File: config.mk
export PLATFORM = sky130hd
export DESIGN_NAME = homing_sequencer
export DESIGN_NICKNAME = d
export VERILOG_FILES = /design/src/rtl/homing_sequencer.sv
export SDC_FILE = /design/constraint.sdc
export NUM_CORES = 1
export LEC_CHECK = 0
export ABC_AREA = 1
export BUFFER_PORTS_ARGS = -buffer_cell sky130_fd_sc_hd__buf_4
export CAP_MARGIN = 20
export CORE_MARGIN = 4
export CORE_UTILIZATION = 30
export DETAILED_ROUTE_END_ITERATION = 8
export GPL_TIMING_DRIVEN = 0
export SLEW_MARGIN = 15
export SYNTH_ARGS = -nofsm -noshare
export SYNTH_HDL_FRONTEND = slang
export SYNTH_SLANG_ARGS = --single-unit
File: constraint.sdc
create_clock -name clk -period 2.7 [get_ports clk]
set_input_delay 0.27 -clock clk [delete_from_list [all_inputs] [get_ports clk]]
set_output_delay 0.27 -clock clk [all_outputs]
set_load 0.01 [all_outputs]
File: src/rtl/homing_sequencer.sv
// homing_sequencer: drives the motor toward the home switch, backs off, then
// reports homed or fault. The raw switch is synchronized and debounced, and the
// seek is guarded by a timeout.
// Optional macro HOMING_SECOND_PASS_EN adds a slow 25%-duty CREEP re-approach
// after BACKOFF; when undefined BACKOFF goes straight to DONE.
module homing_sequencer #(
  parameter int unsigned CLK_HZ      = 12000000,
  parameter int unsigned DEBOUNCE_MS = 10,
  parameter int unsigned BACKOFF_MS  = 200,
  parameter int unsigned TIMEOUT_S   = 10
) (
  input  logic clk,
  input  logic rst_n,
  input  logic enable,
  input  logic home_sw,
  output logic motor_fwd,
  output logic motor_rev,
  output logic busy,
  output logic homed,
  output logic fault
);

  localparam int unsigned DEB_CYC = CLK_HZ / 1000 * DEBOUNCE_MS;
  localparam int unsigned BO_CYC  = CLK_HZ / 1000 * BACKOFF_MS;
  localparam int unsigned TO_CYC  = CLK_HZ * TIMEOUT_S;
  localparam int unsigned CNT_MAX = (TO_CYC > BO_CYC) ? TO_CYC : BO_CYC;
  localparam int unsigned CNT_W   = $clog2(CNT_MAX + 1);
  localparam int unsigned DEB_W   = $clog2(DEB_CYC + 1);

  typedef enum logic [2:0] {
    IDLE    = 3'd0,
    SEEK    = 3'd1,
    BACKOFF = 3'd2,
    DONE    = 3'd3,
    FAULT   = 3'd4,
    CREEP   = 3'd5
  } state_t;

  state_t             r_state;
  state_t             w_state_nxt;
  logic [CNT_W-1:0]   r_cnt;
  logic [CNT_W-1:0]   w_cnt_nxt;
  logic [CNT_W-1:0]   w_cnt_inc;
  logic               r_sync1;
  logic               r_sync2;
  logic               r_sw_db;
  logic [DEB_W-1:0]   r_deb_cnt;
  logic               w_fwd;
  logic               w_rev;
  logic               w_busy;
  logic               w_homed;
  logic               w_fault;

  // Two-flop synchronizer plus debounce: accept a new level only after it has
  // differed from the current one for DEB_CYC consecutive cycles.
  always_ff @(posedge clk or negedge rst_n) begin
    if (!rst_n) begin
      r_sync1   <= 1'b0;
      r_sync2   <= 1'b0;
      r_sw_db   <= 1'b0;
      r_deb_cnt <= '0;
    end else begin
      r_sync1 <= home_sw;
      r_sync2 <= r_sync1;
      if (r_sync2 != r_sw_db) begin
        if (r_deb_cnt == DEB_W'(DEB_CYC - 1)) begin
          r_sw_db   <= r_sync2;
          r_deb_cnt <= '0;
        end else begin
          r_deb_cnt <= r_deb_cnt + DEB_W'(1);
        end
      end else begin
        r_deb_cnt <= '0;
      end
    end
  end

`ifdef HOMING_SECOND_PASS_EN
  logic [1:0] r_phase;

  // Free-running phase for the 1-of-4 creep pulse.
  always_ff @(posedge clk or negedge rst_n) begin
    if (!rst_n) begin
      r_phase <= 2'd0;
    end else begin
      r_phase <= r_phase + 2'd1;
    end
  end
`endif

  // State and shared timeout/backoff counter registers.
  always_ff @(posedge clk or negedge rst_n) begin
    if (!rst_n) begin
      r_state <= IDLE;
      r_cnt   <= '0;
    end else begin
      r_state <= w_state_nxt;
      r_cnt   <= w_cnt_nxt;
    end
  end

  assign w_cnt_inc = r_cnt + CNT_W'(1);

  // Next state and counter; dropping enable aborts from any state.
  always_comb begin
    w_state_nxt = r_state;
    w_cnt_nxt   = r_cnt;
    if (!enable) begin
      w_state_nxt = IDLE;
      w_cnt_nxt   = '0;
    end else begin
      case (r_state)
        IDLE: begin
          w_state_nxt = SEEK;
          w_cnt_nxt   = '0;
        end
        SEEK: begin
          if (r_sw_db) begin
            w_state_nxt = BACKOFF;
            w_cnt_nxt   = '0;
          end else if (w_cnt_inc == CNT_W'(TO_CYC)) begin
            w_state_nxt = FAULT;
            w_cnt_nxt   = '0;
          end else begin
            w_cnt_nxt = w_cnt_inc;
          end
        end
        BACKOFF: begin
          if (w_cnt_inc == CNT_W'(BO_CYC)) begin
`ifdef HOMING_SECOND_PASS_EN
            w_state_nxt = CREEP;
`else
            w_state_nxt = DONE;
`endif
            w_cnt_nxt = '0;
          end else begin
            w_cnt_nxt = w_cnt_inc;
          end
        end
`ifdef HOMING_SECOND_PASS_EN
        CREEP: begin
          if (r_sw_db) begin
            w_state_nxt = DONE;
            w_cnt_nxt   = '0;
          end else if (w_cnt_inc == CNT_W'(TO_CYC)) begin
            w_state_nxt = FAULT;
            w_cnt_nxt   = '0;
          end else begin
            w_cnt_nxt = w_cnt_inc;
          end
        end
`endif
        DONE:    w_cnt_nxt = '0;
        FAULT:   w_cnt_nxt = '0;
        default: begin
          w_state_nxt = IDLE;
          w_cnt_nxt   = '0;
        end
      endcase
    end
  end

  // Output decode from the current state; forced low when aborting so the
  // outputs clear on the same edge the state returns to IDLE.
  always_comb begin
    w_fwd   = 1'b0;
    w_rev   = 1'b0;
    w_busy  = 1'b0;
    w_homed = 1'b0;
    w_fault = 1'b0;
    if (enable) begin
      case (r_state)
        SEEK: begin
          w_rev  = 1'b1;
          w_busy = 1'b1;
        end
        BACKOFF: begin
          w_fwd  = 1'b1;
          w_busy = 1'b1;
        end
`ifdef HOMING_SECOND_PASS_EN
        CREEP: begin
          w_rev  = (r_phase == 2'd0);
          w_busy = 1'b1;
        end
`endif
        DONE:    w_homed = 1'b1;
        FAULT:   w_fault = 1'b1;
        default: ;
      endcase
    end
  end

  // Registered outputs.
  always_ff @(posedge clk or negedge rst_n) begin
    if (!rst_n) begin
      motor_fwd <= 1'b0;
      motor_rev <= 1'b0;
      busy      <= 1'b0;
      homed     <= 1'b0;
      fault     <= 1'b0;
    end else begin
      motor_fwd <= w_fwd;
      motor_rev <= w_rev;
      busy      <= w_busy;
      homed     <= w_homed;
      fault     <= w_fault;
    end
  end

endmodule
==> metrics, run 1 <==
status finished with violations; failing checks negative hold slack; Worst Max-Slew Pin Slew 0.7090 ns; total global routing overflow 0; Worst Reg-to-Reg Cells 17; Final setup viols 0; critical path arrival 2.64 ns; Ys Warns 0; Worst-path clk slew 0.10 ns; Slew Limit Fails 0; Sink Count 55; critical path class flop to flop; post-synthesis cell area 0.003065 mm²; Seq/Total Area, Yosys 0.4490; P&R area growth vs syn 11.31%; Detailed Place HPWL 4685 µm; DRC viols 0; GPL Wtd Cong 0.8184; DIE HEIGHT 109.1 µm; largest net degree at the start of global routing 56; Hold Path Class input port to async pin; clock insertion delay at the later pin of the skew report 0.31 ns; slew margin rel. 0.5274; core area 0.009864 mm²; routed wire length 6207 µm; worst hold margin -0.002477 ns; initial core utilization 0.3108; Root Driver clkbuf_8; Peak VDD IR 0.2340 mV; Syn Nets 420; Worst Path Required 2.91 ns; Filler cells 1043; WL/cell 11.02 µm; gr usage total 0.1155; CTS Buf Count 5; DR iter-0 viols 115; CTS max path bufs 2; Worst path most repeated cell nand2_1; Synth Register Bits 55; Final Cell Area 0.003412 mm²; Die W 109.1 µm; Worst setup SP type flop; end of the worst register-to-register path r_cnt[18]; routed via count 2509; TritonCTS clock tree yes; vias per inst 4.456; Pwr Total 1.604 mW; fin nets 435; Final Util 0.3459; Slowest-stage cell, CP dfrtp_1; post-route insts no fill 563; H-tree Lvls 2; worst setup margin 0.2697 ns; vias in the first global route 2452; hold buffers post-CTS 0; # Max-Cap Violations 0; share of layout cells above drive strength 1 0.1163; Mean Syn Cell Area 7.404 µm²; fmax 0.4115 GHz; flop-to-flop setup slack 0.27 ns; RR Startpoint r_cnt[0]; IO buf count 8; Pre-Repair DR Iteration Count 4; leak pwr 1.506 nW; Ports 9; Syn Inst Count 414; num rows 36; Final Hold Vio Count 4; largest fanout on the critical path 10; initial antenna violation count 0; slowest stage delay, CP 0.44 ns; dpl cells 555; Die Area 0.01190 mm²; critical path cell sequence ha_4 > nand2_1 > nor2_4 > nand3_2 > nor2_2 > nand2_1 > nand2_1 > nand2_1 > inv_1 > nand2_1 > nor2_2 > nand3_1 > nand2_2 > nand2_2 > inv_4 > buf_6 > nor2_1; n_diodes 0; Worst Skew 0.005081 ns; power density over the cells 470.2 mW/mm²; crit share post-route 0.9001; first-pass GRT wire length 11160 µm; pre-CTS setup slack 0.1444 ns; ANT nets after route 0; synth unique cells 26; nature of the critical path endpoint flop; post-place instance area 0.003292 mm²; Tmin final 2.430 ns
==> stage by stage <==
stage	setup TNS (ns)	hold WS, ns
4_1_cts	0	0.03389
6_report	0	-0.002477
5_1_grt	-0.01105	0.03970
3_3_place_gp	0	0.3342
2_1_floorplan	0	-0.02559
3_5_place_dp	0	0.3365
==> Yosys cell counts <==
cell / count / share of area
a21oi_1: 15 / 0.024
and3_1: 1 / 0.0020
buf_12: 1 / 0.0065
buf_6: 1 / 0.0037
dfrtp_1: 55 / 0.45
ha_1: 2 / 0.0082
inv_1: 52 / 0.064
inv_4: 1 / 0.0020
nand2_1: 109 / 0.13
nand2_2: 5 / 0.010
nand2_4: 1 / 0.0037
nand3_1: 27 / 0.044
nand3_2: 2 / 0.0065
nand3b_1: 3 / 0.0073
nand4_1: 7 / 0.014
nor2_1: 76 / 0.093
nor2_2: 16 / 0.033
nor2_4: 3 / 0.011
nor3_1: 7 / 0.011
nor3b_1: 1 / 0.0024
nor4_1: 4 / 0.0082
o21a_1: 1 / 0.0024
o21ai_0: 7 / 0.011
o21bai_1: 1 / 0.0024
xnor2_1: 4 / 0.011
xor2_1: 12 / 0.034
==> per-layer routing <==
metal	vias to the layer above	wire length (µm)	track usage
met4	0	14	0.01894
met3	2	184	0.02191
li1	1333	-	-
met5	-	0	0
met1	1143	3078	0.1593
met2	31	2930	0.1912
==> how the worst max path moves through the flow <==
stage | startpoint | to | slack (ns) | cells after the start
floorplan | r_cnt[0] | r_cnt[20] | 0.57 | 14
global placement | r_cnt[0] | r_cnt[20] | 0.16 | 17
detailed placement | r_cnt[0] | r_cnt[18] | 0.14 | 14
CTS | r_cnt[0] | r_cnt[18] | 0.11 | 14
global route | r_cnt[0] | r_cnt[13] | -0.008 | 14
finish | r_cnt[0] | r_cnt[18] | 0.27 | 17
==> cells in the final DEF (no fill, tap or decap), drive strengths merged, types with 6 or more instances in the layout <==
cell type / n
a21oi: 15
buf: 10
clkbuf: 6
dfrtp: 55
inv: 55
nand2: 115
nand3: 29
nand4: 7
nor2: 95
nor3: 7
o21ai: 7
xor2: 12
==> critical path: cells and delay by family (launching register included) <==
kind,cells,cell delay (ns)
adders and majority gates,1,0.21
buffers and inverters,3,0.37
and+or+nand+nor,13,1.30
DFF,1,0.44
==> sequential cells by signal, summed over array words and instances, names as in the netlist <==
signal / count
busy: 1
r_sync2: 1
r_sync1: 1
motor_rev: 1
r_cnt: 27
motor_fwd: 1
homed: 1
r_state: 3
r_sw_db: 1
fault: 1
r_deb_cnt: 17
==> what timing repair did <==
| action | in CTS | in global routing |
|---|---|---|
| resized for setup | 0 | 5 |
| setup buffers | 0 | 0 |
| setup endpoints to repair | 0 | 20 |
==> power breakdown <==
group	total, mW	leakage, nW	switching [mW]	internal (mW)
combinational	0.219	0.695	0.140	0.0788
sequential	0.883	0.758	0.0270	0.856
clock	0.503	0.0522	0.287	0.216
total	1.60	1.51	0.454	1.15
==> layout make-up <==
class                           instances  area [µm²]  share of cell area
Multi-Input combinational cell        304        1476              0.4327
Sequential cell                        55        1376              0.4034
Inverter                               53       201.4             0.05904
Tap cell                              133       166.4             0.04877
Clock buffer                            6       82.58             0.02420
Timing Repair Buffer                    8       60.06             0.01760
Buffer                                  2       31.28            0.009168
Clock inverter                          2       17.52            0.005134
==> cells by family after synthesis <==
logic type | synth area share
simple gates | 0.3804
buf+inv | 0.07592
flops | 0.4490
compound gates | 0.04082
xor+xnor | 0.04571
fa+ha+maj | 0.008162
No activity file was read; power rests on OpenSTA's default activity.
==> inputs of run 2 (changes only) <==
--- a/config.mk
+++ b/config.mk
@@ -9,9 +9,10 @@
 export BUFFER_PORTS_ARGS = -buffer_cell sky130_fd_sc_hd__buf_4
 export CAP_MARGIN = 20
 export CORE_MARGIN = 4
-export CORE_UTILIZATION = 30
+export CORE_UTILIZATION = 55
 export DETAILED_ROUTE_END_ITERATION = 8
 export GPL_TIMING_DRIVEN = 0
+export PLACE_DENSITY = 0.72
 export SLEW_MARGIN = 15
 export SYNTH_ARGS = -nofsm -noshare
 export SYNTH_HDL_FRONTEND = slang
==> metrics, run 2 (synthesized netlist as in run 1, its figures left out) <==
status finished with violations; failing checks negative hold slack; IO buf count 8 (unchanged); Peak VDD IR 0.3597 mV (+54%); Detailed Place HPWL 4438 µm (-5.3%); FF+latch area 0.001376 mm² (unchanged); P&R area growth vs syn 8.245%; Sink Count 55 (unchanged); Tmin final 2.469 ns (+0.03911 ns); WL/cell 11.74 µm (+6.5%); total global routing overflow 0 (unchanged); max FFs per register 27 (unchanged); num rows 26 (-28%); nature of the critical path endpoint flop; Root Driver clkbuf_8; clock insertion delay at the later pin of the skew report 0.31 ns (about the same); Final Util 0.6335 (+0.2877); Pre-Repair DR Iteration Count 4 (unchanged); largest net degree at the start of global routing 56 (unchanged); critical path arrival 2.67 ns (+0.03 ns); RR Startpoint r_cnt[0]; Pwr Total 1.589 mW (-0.94%); fin nets 435 (unchanged); Ports 9 (unchanged); first-pass GRT wire length 10580 µm (-5.3%); end of the worst register-to-register path r_cnt[20]; routed via count 2531 (+0.88%); # Max-Cap Violations 0 (unchanged); Worst setup SP type flop; slew margin rel. 0.5452 (+0.01787); Final Hold Vio Count 17 (+13); core area 0.005238 mm² (-47%); Worst Skew 0.006079 ns (+0.0009979 ns); power density over the cells 479.0 mW/mm² (+1.9%); Setup TNS Final 0 ns (unchanged); Largest Register r_cnt; Worst Setup EP r_cnt[20]; flop-to-flop setup slack 0.23 ns (-0.04 ns); critical path class flop to flop; worst hold margin -0.01143 ns (-0.008957 ns); crit share post-route 0.9146 (+0.01449); initial antenna violation count 0 (unchanged); DRC viols 0 (unchanged); H-tree Lvls 2 (unchanged); Post-CTS Setup Inserts 0 (unchanged); fmax 0.4050 GHz (-1.6%); Worst Reg-to-Reg Cells 17 (unchanged); TritonCTS clock tree yes; CTS Buf Count 5 (unchanged); n_diodes 0 (unchanged); critical path startpoint r_cnt[0]; Filler cells 476 (-54%); Slew Limit Fails 0 (unchanged); routed wire length 5872 µm (-5.4%); vias per inst 5.062 (+14%); DR iter-0 viols 119 (+3.5%); Worst Max-Slew Pin Slew 0.6822 ns (-0.02680 ns); initial core utilization 0.5853 (+0.2745); Die W 82.66 µm (-24%); Die Area 0.006832 mm² (-43%); share of layout cells above drive strength 1 0.1093 (-0.006977); DIE HEIGHT 82.66 µm (-24%); leak pwr 1.507 nW (about the same); largest fanout on the critical path 10 (unchanged); GPL Wtd Cong 0.8347 (+2.0%); top flop regs r_cnt: 27 flops, r_deb_cnt: 17 flops, r_state: 3 flops; CTS max path bufs 2 (unchanged); Multi-input gate area 0.001459 mm² (-1.2%); vias in the first global route 2506 (+2.2%); gr usage total 0.2006 (+0.08513); ANT nets after route 0 (unchanged); Worst-path clk slew 0.10 ns (about the same); most common cell after layout, fill and taps aside nand2_1; Final setup viols 0 (unchanged); Worst Path Required 2.90 ns (about the same); Hold Path Class input port to async pin; most frequent cells in the layout nand2_1, nor2_1, dfrtp_1
-- run 2: changes by cell type in the layout (fill, tap and decap cells not counted) --
cell / before / now
inv_8: 0 / 1
ha_4: 1 / 0
clkinv_4: 0 / 1
nor2_2: 19 / 16
ha_2: 0 / 1
nor2_1: 73 / 76
inv_6: 2 / 0
-- run 2: repair_timing --
item,CTS,global route
hold buffers,0,0
setup endpoints to repair,0,20
resized for setup,0,1
hold endpoints to repair,0,0
-- run 2: worst min-delay path by stage --
stage / from / endpoint / slack [ns]
after floorplan: rst_n / busy / -0.03
after global placement: r_sync1 / r_sync2 / 0.33
after global routing: rst_n / r_cnt[0] / 0.04
after CTS: rst_n / r_cnt[8] / 0.02
final: rst_n / r_cnt[8] / -0.01
after detailed placement: r_sync1 / r_sync2 / 0.34
-- run 2: layer usage --
| layer | wire length, µm | up-vias | GRT usage |
|---|---|---|---|
| met4 | 66 | 0 | 0.04902 |
| met1 | 2711 | 1165 | 0.2627 |
| met2 | 2900 | 40 | 0.3470 |
| met5 | 0 | - | 0 |
| met3 | 193 | 10 | 0.03254 |
| li1 | - | 1316 | - |
-- run 2: final cells by class --
class / instances / area share
Sequential cell: 55 / 0.4148
Inverter: 53 / 0.06071
Multi-Input combinational cell: 304 / 0.4397
Tap cell: 70 / 0.02640
Clock buffer: 6 / 0.02489
Buffer: 2 / 0.009427
Timing Repair Buffer: 8 / 0.01810
Clock inverter: 2 / 0.006033
-- run 2: critical path, cell delays in order, from the launching register on --
cell     delay (ns)
dfrtp_1        0.41
ha_2           0.27
nand2_1        0.13
nor2_4         0.18
nand3_2        0.14
nor2_2         0.13
nand2_1        0.06
nand2_1        0.06
nand2_1        0.06
inv_1          0.08
nand2_1        0.05
nor2_1         0.15
nand3_1        0.10
nand2_2        0.12
nand2_2        0.07
inv_4          0.12
buf_6          0.17
nor2_1         0.05
-- run 2: power breakdown --
group          total [mW]  leakage [nW]  switching [mW]  internal (mW)
sequential          0.880         0.758          0.0243          0.856
combinational       0.212         0.696           0.135         0.0779
clock               0.497        0.0533           0.280          0.217
-- run 2: stage by stage --
step                cells  setup slack [ns]  cell area, µm²
finish                500            0.2306            3318
global route          500         -0.009697            3318
global placement      492            0.1790            3213
floorplan             414            0.5709            3065
detailed placement    492            0.1793            3213
CTS                   500            0.1629            3316
==> inputs of run 3 (changes only) <==
--- a/config.mk
+++ b/config.mk
@@ -8,11 +8,13 @@
 export ABC_AREA = 1
 export BUFFER_PORTS_ARGS = -buffer_cell sky130_fd_sc_hd__buf_4
 export CAP_MARGIN = 20
+export CELL_PAD_IN_SITES_DETAIL_PLACEMENT = 0
+export CELL_PAD_IN_SITES_GLOBAL_PLACEMENT = 2
 export CORE_MARGIN = 4
-export CORE_UTILIZATION = 55
+export CORE_UTILIZATION = 36
 export DETAILED_ROUTE_END_ITERATION = 8
 export GPL_TIMING_DRIVEN = 0
-export PLACE_DENSITY = 0.72
+export PLACE_DENSITY_LB_ADDON = 0.1
 export SLEW_MARGIN = 15
 export SYNTH_ARGS = -nofsm -noshare
 export SYNTH_HDL_FRONTEND = slang
==> metrics, run 3 (synthesized netlist as in run 1, its figures left out) <==
n_diodes 0 (unchanged); Sink Count 55 (unchanged); H-tree Lvls 2 (unchanged); Final Util 0.4111 (-0.2225); largest fanout on the critical path 10 (unchanged); num rows 33 (+27%); vias in the first global route 2474 (-1.3%); nature of the critical path endpoint flop; Worst Max-Slew Pin Slew 0.7289 ns (+0.04673 ns); GPL Wtd Cong 0.7738 (-7.3%); vias per inst 4.706 (-7.0%); Hold Path Class input port to async pin; power density over the cells 459.5 mW/mm² (-4.1%); Worst Path Required 2.90 ns (about the same); critical path class flop to flop; DR iter-0 viols 95 (-20%); ANT nets after route 0 (unchanged); CTS Buf Count 5 (unchanged); # Max-Cap Violations 0 (unchanged); Tmin final 2.419 ns (-0.05038 ns); critical path arrival 2.62 ns (-0.05 ns); Root Driver clkbuf_8; Peak VDD IR 0.2312 mV (-36%); core area 0.008258 mm² (+58%); unrepaired setup endpoints after global routing no; Final Hold Vio Count 0 (-17); hold buffers post-CTS 0 (unchanged); fin nets 437 (+0.46%); clock insertion delay at the later pin of the skew report 0.30 ns (about the same); DIE HEIGHT 100.3 µm (+21%); critical path startpoint r_cnt[0]; P&R area growth vs syn 10.73%; CTS max path bufs 2 (unchanged); TritonCTS clock tree yes; Die Area 0.01006 mm² (+47%); top flop regs r_cnt: 27 flops, r_deb_cnt: 17 flops, r_state: 3 flops; Die W 100.3 µm (+21%); Worst setup SP type flop; Worst Skew 0.01290 ns (+0.006822 ns); leak pwr 1.504 nW (-0.17%); largest net degree at the start of global routing 56 (unchanged); routed wire length 6680 µm (+14%); share of layout cells above drive strength 1 0.1204 (+0.01107); total global routing overflow 0 (unchanged); first-pass GRT wire length 11560 µm (+9.3%); slew margin rel. 0.5141 (-0.03116); gr usage total 0.1444 (-0.05620); Final Cell Area 0.003395 mm² (+2.3%); max FFs per register 27 (unchanged); Ports 9 (unchanged); Detailed Place HPWL 5105 µm (+15%); Final setup viols 0 (unchanged); most frequent cells in the layout nand2_1, nor2_1, dfrtp_1; Pre-Repair DR Iteration Count 4 (unchanged); routed via count 2527 (-0.16%); post-route insts no fill 537 (+7.4%); worst hold margin 0.01768 ns (+0.02911 ns); Worst-path clk slew 0.10 ns (about the same); IO buf count 8 (unchanged); initial core utilization 0.3712 (-0.2141); Slew Limit Fails 0 (unchanged); post-place instance area 0.003257 mm² (+1.4%); crit share post-route 0.8959 (-0.01866); fmax 0.4134 GHz (+2.1%); initial antenna violation count 0 (unchanged); RR Startpoint r_cnt[0]; Largest Register r_cnt; dpl cells 527 (+7.1%); Filler cells 909 (+91%); Setup TNS Final 0 ns (unchanged); status completed; most common cell after layout, fill and taps aside nand2_1; WL/cell 12.44 µm (+5.9%); DRC viols 0 (unchanged)
## run 3: final cells by class
cell class	count	area, µm²	share of cell area
buffer	2	31.28	0.009215
clock buffer	6	72.57	0.02138
clock inverter	2	12.51	0.003686
inverter	53	203.9	0.06008
multi-input combinational	304	1491	0.4394
sequential	55	1376	0.4055
tap	105	131.4	0.03870
timing repair buffer	10	75.07	0.02212
## run 3: final timing paths
| check | slack (ns) | cells past startpoint | to |
|---|---|---|---|
| setup / recovery | 0.28 | 15 | r_cnt[25] |
| hold / removal | 0.02 | 1 | r_cnt[3] |
| setup reg to reg | 0.28 | 15 | r_cnt[25] |
| hold reg to reg | 0.36 | 0 | r_sync2 |
| max in group asynchronous | 2.20 | 1 | r_deb_cnt[11] |
| min in group clk | 0.07 | 1 | r_sync1 |
## run 3: per-stage QoR
stage,power (mW),setup WS [ns]
global route,1.658,0.01687
finish,1.560,0.2809
floorplan,1.043,0.5709
CTS,1.587,0.05086
detailed placement,1.120,-0.005846
global placement,1.119,0.04382
## run 3: critical path, cell delays in order, from the launching register on
cell and delay [ns]:
dfrtp_1 0.43, ha_4 0.15, nand2_1 0.10, nor2_4 0.24, nand3_4 0.13, nand2_1 0.09, nand2_1 0.10, nor2_1 0.12
nand4_1 0.12, nor2_2 0.18, nand3_1 0.10, nand2_2 0.12, nand2_2 0.09, inv_6 0.11, buf_6 0.16, nor2_1 0.07
## run 3: what timing repair did
item                                    CTS  global route
endpoints found under the setup margin   11            21
gates resized for setup                   1             8
buffers inserted                          0             2
pin swaps                                 0             3
## run 3: per-layer routing
layer	global-route usage	vias to the layer above	share of wire
met2	0.2497	17	0.50
met4	0.02798	0	0.0079
met5	0	-	0
met1	0.1906	1173	0.48
li1	-	1332	-
met3	0.02502	5	0.016
## run 3: power breakdown
group	total (mW)	leakage [nW]	internal (mW)	switching, mW
Combinational	0.226	0.705	0.0839	0.142
Sequential	0.883	0.758	0.856	0.0275
Clock	0.451	0.0412	0.182	0.269
